`src/rtl/rsa_job_scheduler_if.sv`:
```
// Bundle of the requester, core and response signals around rsa_job_scheduler.
// master = scheduler side, slave = requesters, exponentiate core and result consumer.
interface rsa_job_scheduler_if #(
    parameter int RSA_WIDTH = 128,
    parameter int NUM_REQ   = 2,
    parameter int ID_W      = 1
);
    logic [NUM_REQ-1:0]           req_valid;
    logic [NUM_REQ-1:0]           req_ready;
    logic [NUM_REQ*RSA_WIDTH-1:0] req_m;
    logic [NUM_REQ*RSA_WIDTH-1:0] req_e;
    logic [NUM_REQ*RSA_WIDTH-1:0] req_n;
    logic                         core_start;
    logic [RSA_WIDTH-1:0]         core_m;
    logic [RSA_WIDTH-1:0]         core_e;
    logic [RSA_WIDTH-1:0]         core_n;
    logic [RSA_WIDTH-1:0]         core_c;
    logic                         core_ready;
    logic                         rsp_valid;
    logic                         rsp_ready;
    logic [ID_W-1:0]              rsp_id;
    logic [RSA_WIDTH-1:0]         rsp_c;
    logic                         rsp_err;
    logic                         busy;

    modport master (
        input  req_valid, req_m, req_e, req_n, core_c, core_ready, rsp_ready,
        output req_ready, core_start, core_m, core_e, core_n,
               rsp_valid, rsp_id, rsp_c, rsp_err, busy
    );

    modport slave (
        output req_valid, req_m, req_e, req_n, core_c, core_ready, rsp_ready,
        input  req_ready, core_start, core_m, core_e, core_n,
               rsp_valid, rsp_id, rsp_c, rsp_err, busy
    );
endinterface

```
`src/rtl/rsa_job_scheduler.sv`:
```
// Round-robin sharing of one modular-exponentiation core among NUM_REQ requesters.
// Optional BUSY watchdog with error response is built when RSA_TIMEOUT_EN is defined.
module rsa_job_scheduler #(
    parameter int RSA_WIDTH      = 128,
    parameter int NUM_REQ        = 2,
    parameter int ID_W           = 1,
    parameter int TIMEOUT_CYCLES = 65535
) (
    input  logic                 clk,
    input  logic                 reset,
    rsa_job_scheduler_if.master  bus
);

    typedef enum logic [2:0] {
        S_IDLE,
        S_ISSUE,
        S_ARM,
        S_BUSY,
        S_RESP
    } state_t;

    if (NUM_REQ < 2 || NUM_REQ > 8 || ID_W < $clog2(NUM_REQ) || TIMEOUT_CYCLES < 3) begin : g_bad_params
        $error("rsa_job_scheduler: illegal parameter combination");
    end

    state_t               r_state;
    logic [ID_W-1:0]      r_rr_ptr;
    logic                 r_core_start;
    logic [RSA_WIDTH-1:0] r_core_m;
    logic [RSA_WIDTH-1:0] r_core_e;
    logic [RSA_WIDTH-1:0] r_core_n;
    logic                 r_rsp_valid;
    logic [ID_W-1:0]      r_rsp_id;
    logic [RSA_WIDTH-1:0] r_rsp_c;
    logic                 r_busy;

    logic [NUM_REQ-1:0]   w_vld_rot;
    logic                 w_gnt_vld;
    int                   w_gnt_int;
    logic [ID_W-1:0]      w_ptr_nxt;
    logic [RSA_WIDTH-1:0] w_m_sel;
    logic [RSA_WIDTH-1:0] w_e_sel;
    logic [RSA_WIDTH-1:0] w_n_sel;

`ifdef RSA_TIMEOUT_EN
    // ISSUE and ARM count toward the limit, so the abort lands TIMEOUT_CYCLES+1 cycles after core_start
    localparam logic [31:0] LP_WD_LAST = 32'(TIMEOUT_CYCLES - 2);
    logic        r_rsp_err;
    logic [31:0] r_wd_cnt;
`endif

    // Rotate so bit k is requester (rr_ptr + k); lowest set bit wins
    always_comb begin
        w_vld_rot = (bus.req_valid >> r_rr_ptr) | (bus.req_valid << (NUM_REQ - int'(r_rr_ptr)));
        w_gnt_vld = 1'b0;
        w_gnt_int = 0;
        for (int k = NUM_REQ - 1; k >= 0; k--) begin
            if (w_vld_rot[k]) begin
                w_gnt_vld = 1'b1;
                w_gnt_int = (int'(r_rr_ptr) + k) % NUM_REQ;
            end
        end
    end

    assign w_ptr_nxt = (w_gnt_int == NUM_REQ - 1) ? '0 : ID_W'(w_gnt_int + 1);
    assign w_m_sel   = RSA_WIDTH'(bus.req_m >> (w_gnt_int * RSA_WIDTH));
    assign w_e_sel   = RSA_WIDTH'(bus.req_e >> (w_gnt_int * RSA_WIDTH));
    assign w_n_sel   = RSA_WIDTH'(bus.req_n >> (w_gnt_int * RSA_WIDTH));

    always_comb begin
        bus.req_ready = '0;
        if (r_state == S_IDLE && w_gnt_vld && !reset) begin
            bus.req_ready = {{(NUM_REQ-1){1'b0}}, 1'b1} << w_gnt_int;
        end
    end

    always_ff @(posedge clk or posedge reset) begin
        if (reset) begin
            r_state      <= S_IDLE;
            r_rr_ptr     <= '0;
            r_core_start <= 1'b0;
            r_core_m     <= '0;
            r_core_e     <= '0;
            r_core_n     <= '0;
            r_rsp_valid  <= 1'b0;
            r_rsp_id     <= '0;
            r_rsp_c      <= '0;
            r_busy       <= 1'b0;
`ifdef RSA_TIMEOUT_EN
            r_rsp_err    <= 1'b0;
            r_wd_cnt     <= '0;
`endif
        end else begin
            case (r_state)
                S_IDLE: begin
                    if (w_gnt_vld) begin
                        r_core_m     <= w_m_sel;
                        r_core_e     <= w_e_sel;
                        r_core_n     <= w_n_sel;
                        r_rsp_id     <= ID_W'(w_gnt_int);
                        r_rr_ptr     <= w_ptr_nxt;
                        r_core_start <= 1'b1;
                        r_busy       <= 1'b1;
                        r_state      <= S_ISSUE;
                    end
                end
                S_ISSUE: begin
                    r_core_start <= 1'b0;
                    r_state      <= S_ARM;
                end
                // core_ready is ignored here: it may still be left over from the previous job
                S_ARM: begin
`ifdef RSA_TIMEOUT_EN
                    r_wd_cnt <= '0;
`endif
                    r_state <= S_BUSY;
                end
                S_BUSY: begin
                    if (bus.core_ready) begin
                        r_rsp_c     <= bus.core_c;
                        r_rsp_valid <= 1'b1;
                        r_state     <= S_RESP;
`ifdef RSA_TIMEOUT_EN
                        r_rsp_err   <= 1'b0;
`endif
                    end
`ifdef RSA_TIMEOUT_EN
                    else if (r_wd_cnt == LP_WD_LAST) begin
                        r_rsp_c     <= '0;
                        r_rsp_err   <= 1'b1;
                        r_rsp_valid <= 1'b1;
                        r_state     <= S_RESP;
                    end else begin
                        r_wd_cnt <= r_wd_cnt + 32'd1;
                    end
`endif
                end
                S_RESP: begin
                    if (bus.rsp_ready) begin
                        r_rsp_valid <= 1'b0;
                        r_busy      <= 1'b0;
                        r_state     <= S_IDLE;
                    end
                end
                default: begin
                    r_state <= S_IDLE;
                end
            endcase
        end
    end

    assign bus.core_start = r_core_start;
    assign bus.core_m     = r_core_m;
    assign bus.core_e     = r_core_e;
    assign bus.core_n     = r_core_n;
    assign bus.rsp_valid  = r_rsp_valid;
    assign bus.rsp_id     = r_rsp_id;
    assign bus.rsp_c      = r_rsp_c;
    assign bus.busy       = r_busy;
`ifdef RSA_TIMEOUT_EN
    assign bus.rsp_err    = r_rsp_err;
`else
    assign bus.rsp_err    = 1'b0;
`endif

endmodule

```
`src/flat_wrapper.sv`:
```
// flat-port wrapper written by rule: the top's interface ports become plain ports
module rsa_job_scheduler_flat 
#(
    parameter int RSA_WIDTH      = 128,
    parameter int NUM_REQ        = 2,
    parameter int ID_W           = 1,
    parameter int TIMEOUT_CYCLES = 65535
)
  (clk, reset, bus_req_valid, bus_req_m, bus_req_e, bus_req_n, bus_core_c, bus_core_ready, bus_rsp_ready, bus_req_ready, bus_core_start, bus_core_m, bus_core_e, bus_core_n, bus_rsp_valid, bus_rsp_id, bus_rsp_c, bus_rsp_err, bus_busy);
  rsa_job_scheduler_if #(.RSA_WIDTH(RSA_WIDTH), .NUM_REQ(NUM_REQ), .ID_W(ID_W)) bus_i ();
  input  logic clk;
  input  logic reset;
  input wire logic [$bits(bus_i.req_valid)-1:0] bus_req_valid;
  input wire logic [$bits(bus_i.req_m)-1:0] bus_req_m;
  input wire logic [$bits(bus_i.req_e)-1:0] bus_req_e;
  input wire logic [$bits(bus_i.req_n)-1:0] bus_req_n;
  input wire logic [$bits(bus_i.core_c)-1:0] bus_core_c;
  input wire logic [$bits(bus_i.core_ready)-1:0] bus_core_ready;
  input wire logic [$bits(bus_i.rsp_ready)-1:0] bus_rsp_ready;
  output wire logic [$bits(bus_i.req_ready)-1:0] bus_req_ready;
  output wire logic [$bits(bus_i.core_start)-1:0] bus_core_start;
  output wire logic [$bits(bus_i.core_m)-1:0] bus_core_m;
  output wire logic [$bits(bus_i.core_e)-1:0] bus_core_e;
  output wire logic [$bits(bus_i.core_n)-1:0] bus_core_n;
  output wire logic [$bits(bus_i.rsp_valid)-1:0] bus_rsp_valid;
  output wire logic [$bits(bus_i.rsp_id)-1:0] bus_rsp_id;
  output wire logic [$bits(bus_i.rsp_c)-1:0] bus_rsp_c;
  output wire logic [$bits(bus_i.rsp_err)-1:0] bus_rsp_err;
  output wire logic [$bits(bus_i.busy)-1:0] bus_busy;
  assign bus_i.req_valid = bus_req_valid;
  assign bus_i.req_m = bus_req_m;
  assign bus_i.req_e = bus_req_e;
  assign bus_i.req_n = bus_req_n;
  assign bus_i.core_c = bus_core_c;
  assign bus_i.core_ready = bus_core_ready;
  assign bus_i.rsp_ready = bus_rsp_ready;
  assign bus_req_ready = bus_i.req_ready;
  assign bus_core_start = bus_i.core_start;
  assign bus_core_m = bus_i.core_m;
  assign bus_core_e = bus_i.core_e;
  assign bus_core_n = bus_i.core_n;
  assign bus_rsp_valid = bus_i.rsp_valid;
  assign bus_rsp_id = bus_i.rsp_id;
  assign bus_rsp_c = bus_i.rsp_c;
  assign bus_rsp_err = bus_i.rsp_err;
  assign bus_busy = bus_i.busy;
  rsa_job_scheduler #(.RSA_WIDTH(RSA_WIDTH), .NUM_REQ(NUM_REQ), .ID_W(ID_W), .TIMEOUT_CYCLES(TIMEOUT_CYCLES)) u_core (.clk(clk), .reset(reset), .bus(bus_i));
endmodule
```
`config.mk`:
```
export PLATFORM = sky130hd
export DESIGN_NAME = rsa_job_scheduler_flat
export DESIGN_NICKNAME = d
export VERILOG_FILES = /design/src/rtl/rsa_job_scheduler_if.sv /design/src/rtl/rsa_job_scheduler.sv /design/src/flat_wrapper.sv
export SDC_FILE = /design/constraint.sdc
export NUM_CORES = 1
export LEC_CHECK = 0
export CORE_AREA = 2 2 546 548
export CTS_BUF_LIST = sky130_fd_sc_hd__clkbuf_16
export CTS_CLUSTER_SIZE = 28
export DETAILED_ROUTE_END_ITERATION = 10
export DIE_AREA = 0 0 548 550
export GPL_TIMING_DRIVEN = 0
export SETUP_SLACK_MARGIN = 0.1
export SYNTH_ARGS = -nofsm -noshare
export SYNTH_HDL_FRONTEND = slang
export SYNTH_SLANG_ARGS = --single-unit
```
`constraint.sdc`:
```
create_clock -name clk -period 41.5 [get_ports clk]
set_input_delay 6.225 -clock clk [delete_from_list [all_inputs] [get_ports clk]]
set_output_delay 6.225 -clock clk [all_outputs]
set_load 0.02 [all_outputs]
```
# Yosys cells after proc, flatten, opt, wreduce, memory -nomap -nowiden
# Index checks and enable logic that the tools add are counted.
[op_classes]
addsub = 3
n_eq_ne = 8
n_shift = 6
mux = 16
bitwise = 2
reduce_logical = 13
[ops]
columns = ["operator", "n"]
rows = [
  ["$shr A256 B32 Y128", 3],
  ["$mux W32", 2],
  ["$eq A32 B2 Y1 const B", 1],
  ["$shl A1 B32 Y2 const A", 1],
  ["$shl A2 B32 Y2", 1],
  ["$pmux W3 S5", 1],
  ["$mux W3", 3],
  ["$reduce_and A3 Y1", 3],
  ["$eq A3 B2 Y1 const B", 2],
  ["$mux W1", 6],
  ["$pmux W1 S2", 3],
  ["$reduce_and A2 Y1", 3],
  ["$reduce_bool A2 Y1", 3],
  ["$ne A2 B2 Y1 const B", 2],
  ["$eq A3 B1 Y1 const B", 1],
  ["$eq A3 B3 Y1 const B", 1],
  ["$logic_not A3 Y1", 1],
  ["$sub A2 B1 Y3 const A", 1],
  ["$add A1 B1 Y1 const B", 2],
  ["$logic_and A1 B1 Y1", 2],
  ["$mux W2", 1],
  ["$ne A2 B1 Y1 const B", 1],
  ["$or A2 B2 Y2", 1],
  ["$shr A2 B1 Y2", 1],
  ["2 further kinds", 2],
]
[word_totals]
regBits = 520
inputBits = 902
out_inout_bits = 519
elab_cells = 58

# Logic depth before layout (Yosys ltp)
# Gate-level depths: netlist of run 1.
[logic_depth]
depth_word = 8
ltp_mapped = 7
ltp_nobuf = 3

# Least setup slack after synthesis of run 1
# OpenSTA, ideal clock, no wires.
[synth_timing]
path_kind = "input to output"
startpoint = "input bus_req_valid[1]"
endpoint = "output bus_req_ready[1]"
t_arrival_ps = 7264
required_ps = 35275
path_slack_ps = 28011
cell_stages = 4
n_path_buf = 2
cell_sequence = "nor2_1 -> buf_2 -> buf_1 -> nor3_1"
[synth_between]
elab_chain_cells = 7
[synth_lines]
columns = ["element", "line", "rtl"]
rows = [
  ["from (decl)", "flat_wrapper.sv:13", "input wire logic [$bits(bus_i.req_valid)-1:0] bus_req_valid;"],
  ["$shl A2 B32 Y2 / $shr A2 B1 Y2 (equally long branches)", "rsa_job_scheduler.sv:54", "w_vld_rot = (bus.req_valid >> r_rr_ptr) | (bus.req_valid << (NUM_REQ - int'(r_rr_ptr)));"],
  ["$or A2 B2 Y2 (*)", "rsa_job_scheduler.sv:54", ""],
  ["$mux W1 (2 in series)", "rsa_job_scheduler.sv:58", "if (w_vld_rot[k]) begin"],
  ["$logic_and A1 B1 Y1 (2 in series)", "rsa_job_scheduler.sv:72", "if (r_state == S_IDLE && w_gnt_vld && !reset) begin"],
  ["$mux W2 (*)", "rsa_job_scheduler.sv:72", ""],
  ["to (decl)", "flat_wrapper.sv:20", "output wire logic [$bits(bus_i.req_ready)-1:0] bus_req_ready;"],
]
# Mark *: on every way between the ends. The rest lies on a longest branch, timed or not.

# Worst setup path in the final report of run 1
# Same ends and word-level chain as after synthesis.

==> results.md, run 1 <==
* MaxCap Viol Count at 0
* Commonest cells post-synth: 520 x dfrtp_1, 384 x a221o_1, 384 x o21a_1
* Min-Delay Path Depth at 1
* M1 GR Usage at 0.197
* Arr. time, crit path at 9.18 ns
* Port Buf Inserts at 1,419
* Clk Latency, worst-skew pair at between 0.7 and 0.8 ns
* Levels on crit path at 6
* Clock transition at path regs at around 0.06 ns
* First-pass GRT wire length at 315 mm
* Leakage power at between 15 and 20 nW
* Fmax at between 60 and 70 MHz
* Synth area leader: dfrtp_1
* Ys flop type: dfrtp_1
* Fin nets at 4,041
* Vias in the first global route at ~25,000
* Iter 0 DRT Violations at between 1,500 and 2,000
* Yosys top cell area share at 0.578
* Met2 usage at 0.248
* GRT Overall Usage at 0.166
* Core Box Area at 296,000 um2
* Fin. Hold Viols at 0
* Row Count at 200
* Synth top area cells: dfrtp_1 58%, a221o_1 17%, o21a_1 13%
* Max Slew Vio Count at 0
* # IOs at 1,421
* Worst-margin pin slew at 1.35 ns
* CP Capture Type: primary output
* Register Area at approximately 13,000 um2
* CP cell instances: clkdlybuf4s50_1 -> nor2_4 -> buf_2 -> buf_1 -> nor3_1 -> clkdlybuf4s50_1
* Hold Crit Class: flip-flop to flip-flop
* Mapped Cells at 1,639
* Fillers at between 30,000 and 40,000
* Crit path kind: input port to primary output
* DRC at 0
* Grt total ovfl at 0
* Synthesized area at 22,500 um2
* Mapped Avg Cell Area at 13.7 um2
* Post-Place Cells at 7,003
* Post-synthesis register bit count at 520
* Initial antenna violation count at just under 200
* Final period util at 0.371
* YS warnings at 0
* Starting Density at 0.0762
* Total power at 3.65 mW
* Post-CTS Setup Inserts at 0
* Seq/Total Area, Yosys at 0.578
* Max rail drop VDD at ~0.000034 V
* Largest net degree at the start of global routing at about 110
* Worst-path fanout max at 10
* Width of the chip at 548 um
* Register-to-Register Path Depth at 7
* Die H at ~550 um
* Clk_skew at 0.0422 ns
* Die Footprint at 301,000 um2
* Drt wl/cell at 36.4 um
* RSZ-0062 raised after global routing: false
* Met3 usage at 0.0956
* Slowest CP cell: clkdlybuf4s50_1
* Worst Setup Start Kind: input port
* H-tree depth at 3
* Routed WL at 262 mm
* Relative slew slack at 0.101
* Routed vias/inst at 3.37
* Vias after detailed routing at 24,200
* Post-route insts no fill at 7,193
* Post-layout minimum cycle time at 15.40 ns
* Layout cells sized above 1 at 0.117
* CTS root buf: clkbuf_16
* Area of the multi-input gates at 8360 um2
* Top-count cell post-synth: dfrtp_1
* Number of distinct library cells after synthesis at 25
* Clock sink count at 520
* CTS tree: built
* WP buf/inv at 4
* Syn Nets at 2,541
* Setup TNS at 0 ns
* CP top delay family: buffers and inverters
* Power Density at 82.5 nW/um2
* Post_cts resized at 0
* Synthesis-to-finish area growth at 96.6%
* Setup Slack @ Placement at 25.95 ns
* CTS Buffer Depth at 4
* CP dominant cell by count: clkdlybuf4s50_1
* Number of flops mapped to enable cells by yosys at 0
* Status: completed
* Busiest grt layer: met2
* Final setup vio count at 0
* Final GP Congestion at 0.996
* Critical Path RT at ~35 ns
* Async set or reset register ratio after synthesis at 1.00
* TritonCTS Buffers at 73
* DRT Pass-1 Iters at 5
* Peak per-stage delay on the critical path at about 0.67 ns
* Setup WS post-layout at approximately 26 ns
* HPWL Detailed at 233 mm
* Routed Antenna Nets at 0
* CTS Hold Bufs at 0
[cell families (layout without fill, tap and decap cells)]
group | count (synthesis) | count (layout) | share of synthesized area
compound gates | 779 | 779 | 0.302
flops | 520 | 520 | 0.578
buf+inv | 191 | 1736 | 0.0516
mux | 128 | 128 | 0.0640
simple gates | 20 | 20 | 0.00444
other cells | 1 | 71 | 0.000166
[stage by stage]
stage | hold WS [ns] | instance area (um2) | utilization
global placement | 0.477 | 41700 | 0.141
finish | 0.508 | 44300 | 0.150
CTS | 0.507 | 44100 | 0.149
floorplan | 0.464 | 22500 | -
detailed placement | 0.493 | 41800 | 0.142
global route | 0.520 | 44200 | 0.149
[area by class of cell]
class / instances / area share
Tap cell: 3939 / 0.111
Sequential cell: 520 / 0.294
Multi-Input combinational cell: 928 / 0.189
Inverter: 2 / 0.000339
Timing Repair Buffer: 1425 / 0.324
Clock buffer: 77 / 0.0435
Buffer: 189 / 0.0261
Antenna cell: 70 / 0.00396
Clock inverter: 43 / 0.00802
[final timing paths]
check | startpoint | end | slack (ns)
min in group asynchronous | reset | u_core.bus.rsp_c[115] | 6.09
hold reg to reg | u_core.bus.rsp_c[47] | u_core.bus.rsp_c[47] | 0.51
setup reg to reg | u_core.r_state[2] | u_core.bus.core_e[119] | 37.88
max in group asynchronous | reset | u_core.bus.core_m[58] | 33.30
hold / removal | u_core.bus.rsp_c[47] | u_core.bus.rsp_c[47] | 0.51
setup / recovery | bus_req_valid[1] | bus_req_ready[1] | 26.10
[report_power, final]
part	leakage (nW)	internal, mW	switching [mW]
combinational	9.20	0.848	1.18
sequential	6.41	0.751	0.240
clock	1.17	0.370	0.266
[metal layers]
metal | vias up | part of all wire
li1 | 9660 | -
met1 | 12200 | 0.40
met2 | 1818 | 0.42
met3 | 494 | 0.14
met4 | 98 | 0.043
met5 | - | 0.0026
[cell usage in the layout, fill, tap and decap left out, types with 2 or more instances in the layout]
cell type,n
dfrtp_1,520
clkinv_2,3
clkdlybuf4s50_1,1419
buf_6,41
and3_1,2
buf_16,5
buf_4,5
inv_6,3
diode_2,70
a21o_1,2
mux2_2,128
o21ai_0,3
clkbuf_16,77
a2bb2oi_1,3
buf_1,2
inv_1,17
nand3_1,2
clkinv_4,2
clkinvlp_4,2
nand2_1,4
clkinv_1,11
buf_2,94
nor2_1,3
o21a_1,384
clkbuf_1,46
bufinv_16,6
nor3_1,4
a31oi_1,2
a221o_1,384
[registers in the layout, summed over array words and instances, names as in the netlist]
register	flops
u_core.bus.core_e	128
u_core.bus.core_m	128
u_core.bus.core_n	128
u_core.bus.rsp_c	128
u_core.r_state	3
u_core.bus.busy	1
u_core.bus.core_start	1
u_core.bus.rsp_id	1
u_core.bus.rsp_valid	1
u_core.r_rr_ptr	1
(Power assumes the default switching activity.)
==> run 2, diff against run 1 <==
--- a/config.mk
+++ b/config.mk
@@ -5,11 +5,11 @@
 export SDC_FILE = /design/constraint.sdc
 export NUM_CORES = 1
 export LEC_CHECK = 0
-export CORE_AREA = 2 2 546 548
+export CORE_AREA = 2 2 559 561
 export CTS_BUF_LIST = sky130_fd_sc_hd__clkbuf_16
 export CTS_CLUSTER_SIZE = 28
 export DETAILED_ROUTE_END_ITERATION = 10
-export DIE_AREA = 0 0 548 550
+export DIE_AREA = 0 0 561 563
 export GPL_TIMING_DRIVEN = 0
 export SETUP_SLACK_MARGIN = 0.1
 export SYNTH_ARGS = -nofsm -noshare
==> constraint.sdc (replaced) <==
create_clock -name clk -period 13.4 [get_ports clk]
set_input_delay 2.01 -clock clk [delete_from_list [all_inputs] [get_ports clk]]
set_output_delay 2.01 -clock clk [all_outputs]
set_load 0.02 [all_outputs]
==> run 2 against run 1 <==
  * Critical path depth did not move
  * Wire length rose by 2.7%
  * Core utilization fell by 0.56 points
  * Final cell count rose by 3.0%
  * Worst hold slack got worse by 0.026 ns
  * Sequential cell count did not move
  * Die area rose by 4.8%
  * Sequential power rose to 3.2 times the previous value
  * Via count fell by 0.65%
  * Combinational power rose to 3.0 times the previous value
  * Power rose to 3.1 times the previous value
==> results.md, run 2 (same netlist as run 1, synthesis figures left out) <==
* Arr. time, crit path at a little under 5 ns
* CTS root buf: clkbuf_16
* DRT Pass-1 Iters at 6
* Post-CTS Setup Inserts at 0
* Starting Density at 0.0726
* TritonCTS Buffers at 76
* CTS Buffer Depth at 4
* Final setup vio count at 0
* Width of the chip at between 500 and 600 um
* Iter 0 DRT Violations at 1,840
* Routed vias/inst at ~3.2
* MaxCap Viol Count at 0
* Vias in the first global route at ~25,000
* Grt total ovfl at 0
* Post_cts resized at 0
* DRC at 0
* Worst-path fanout max at 10
* Most frequent cells in the layout: 1,419 x clkdlybuf4s50_1, 520 x dfrtp_1, 384 x o21a_1, 384 x a221o_1, 128 x mux2_2
* Fillers at 34,800
* Reg2Reg Setup Slack at 9.60 ns
* Synthesis-to-finish area growth at 98.7%
* Row Count at 205
* Commonest non-fill, non-tap cell in the layout: clkdlybuf4s50_1
* Total power at 11.4 mW
* Area after DPL at between 40,000 and 50,000 um2
* CTS tree: built
* Power Density at 254 nW/um2
* Core Box Area at ~310,000 um2
* Finished Cell Area at 44,800 um2
* CTS Hold Bufs at 0
* Worst Setup Start Kind: input port
* Status: completed
* HPWL Detailed at 239 mm
* Clk Latency, worst-skew pair at ~0.8 ns
* Post-layout minimum cycle time at 6.90 ns
* CP Capture Type: primary output
* Largest net degree at the start of global routing at 43
* Min-Delay Path Depth at 1
* Post-Place Cells at 7,214
* FF-to-FF End: u_core.bus.core_e[121]
* Crit path kind: input port to primary output
* GRT Overall Usage at 0.164
* Port Buf Inserts at 1,419
* Vias after detailed routing at 24,100
* Routed WL at 269 mm
* Clk_skew at about 0.081 ns
* RSZ-0062 raised after global routing: false
* Final period util at 0.515
* # IOs at 1,421
* Die Footprint at 316,000 um2
* First-pass GRT wire length at 324 mm
* R2R Path Start: u_core.r_state[2]
* Clock sink count at 520
* Hold Crit Class: flip-flop to flip-flop
* Post-route insts no fill at 7,411
* Register-to-Register Path Depth at 7
* Min-delay src: u_core.bus.rsp_id
* Fin. Hold Viols at 0
* Fmax at 145 MHz
* Max rail drop VDD at between 0.0001 and 0.00015 V
* Worst-margin pin slew at 1.34 ns
* Max Slew Vio Count at 0
* Clock transition at path regs at 0.06 ns
* Setup TNS at 0 ns
* Final GP Congestion at 0.940
* Initial antenna violation count at between 150 and 200
* Critical Path RT at 11.39 ns
* H-tree depth at 3
* Layout cells sized above 1 at 0.124
* Routed Antenna Nets at 0
* Drt wl/cell at 36.3 um
* Die H at 563 um
* Relative slew slack at 0.0975
* WHS Endpoint: u_core.bus.rsp_id
* Leakage power at 16.9 nW
* Fin nets at 4,054
==> run 2: cell type report <==
cell class | count | area [um2] | area share
timing repair buffer | 1435 | 14500 | 0.325
tap | 4140 | 5180 | 0.116
sequential | 520 | 13000 | 0.291
clock inverter | 54 | 417 | 0.00931
antenna | 66 | 165 | 0.00369
multi-input combinational | 928 | 8360 | 0.187
clock buffer | 77 | 1930 | 0.0430
buffer | 189 | 1150 | 0.0258
inverter | 2 | 11.3 | 0.000252
==> run 2: how the worst max path moves through the flow <==
stage | slack (ns) | startpoint | endpoint
CTS | 6.28 | bus_req_valid[1] | bus_req_ready[1]
global placement | -0.55 | reset | u_core.bus.core_n[53]
global route | 6.24 | bus_req_valid[1] | bus_req_ready[1]
finish | 6.50 | bus_req_valid[1] | bus_req_ready[1]
detailed placement | 6.28 | bus_req_valid[1] | bus_req_ready[1]
floorplan | 4.33 | reset | u_core.bus.busy
==> run 2: critical path: stages <==
cell and delay, ns:
clkdlybuf4s50_1 0.52, nor2_4 0.44, buf_2 0.40, buf_1 0.79, nor3_1 0.13, clkdlybuf4s50_1 0.58
==> run 2: stage by stage <==
step,hold slack (ns),setup WS [ns],util
after global placement,0.476,-0.546,0.135
after global routing,0.517,6.24,0.144
after floorplan,0.464,4.33,-
after detailed placement,0.474,6.28,0.136
after CTS,0.486,6.28,0.144
final,0.482,6.50,0.144
==> run 2: report_power, final <==
part           total, mW  internal [mW]  leakage (nW)  switching, mW
clock network       2.03           1.14          1.20          0.886
logic               6.15           2.63          9.28           3.52
registers           3.21           2.32          6.41          0.887
==> run 2: layer usage <==
metal	track usage	wire [um]
met5	0	694
met4	0.0613	12000
met3	0.0816	32000
met2	0.249	115000
met1	0.196	109000
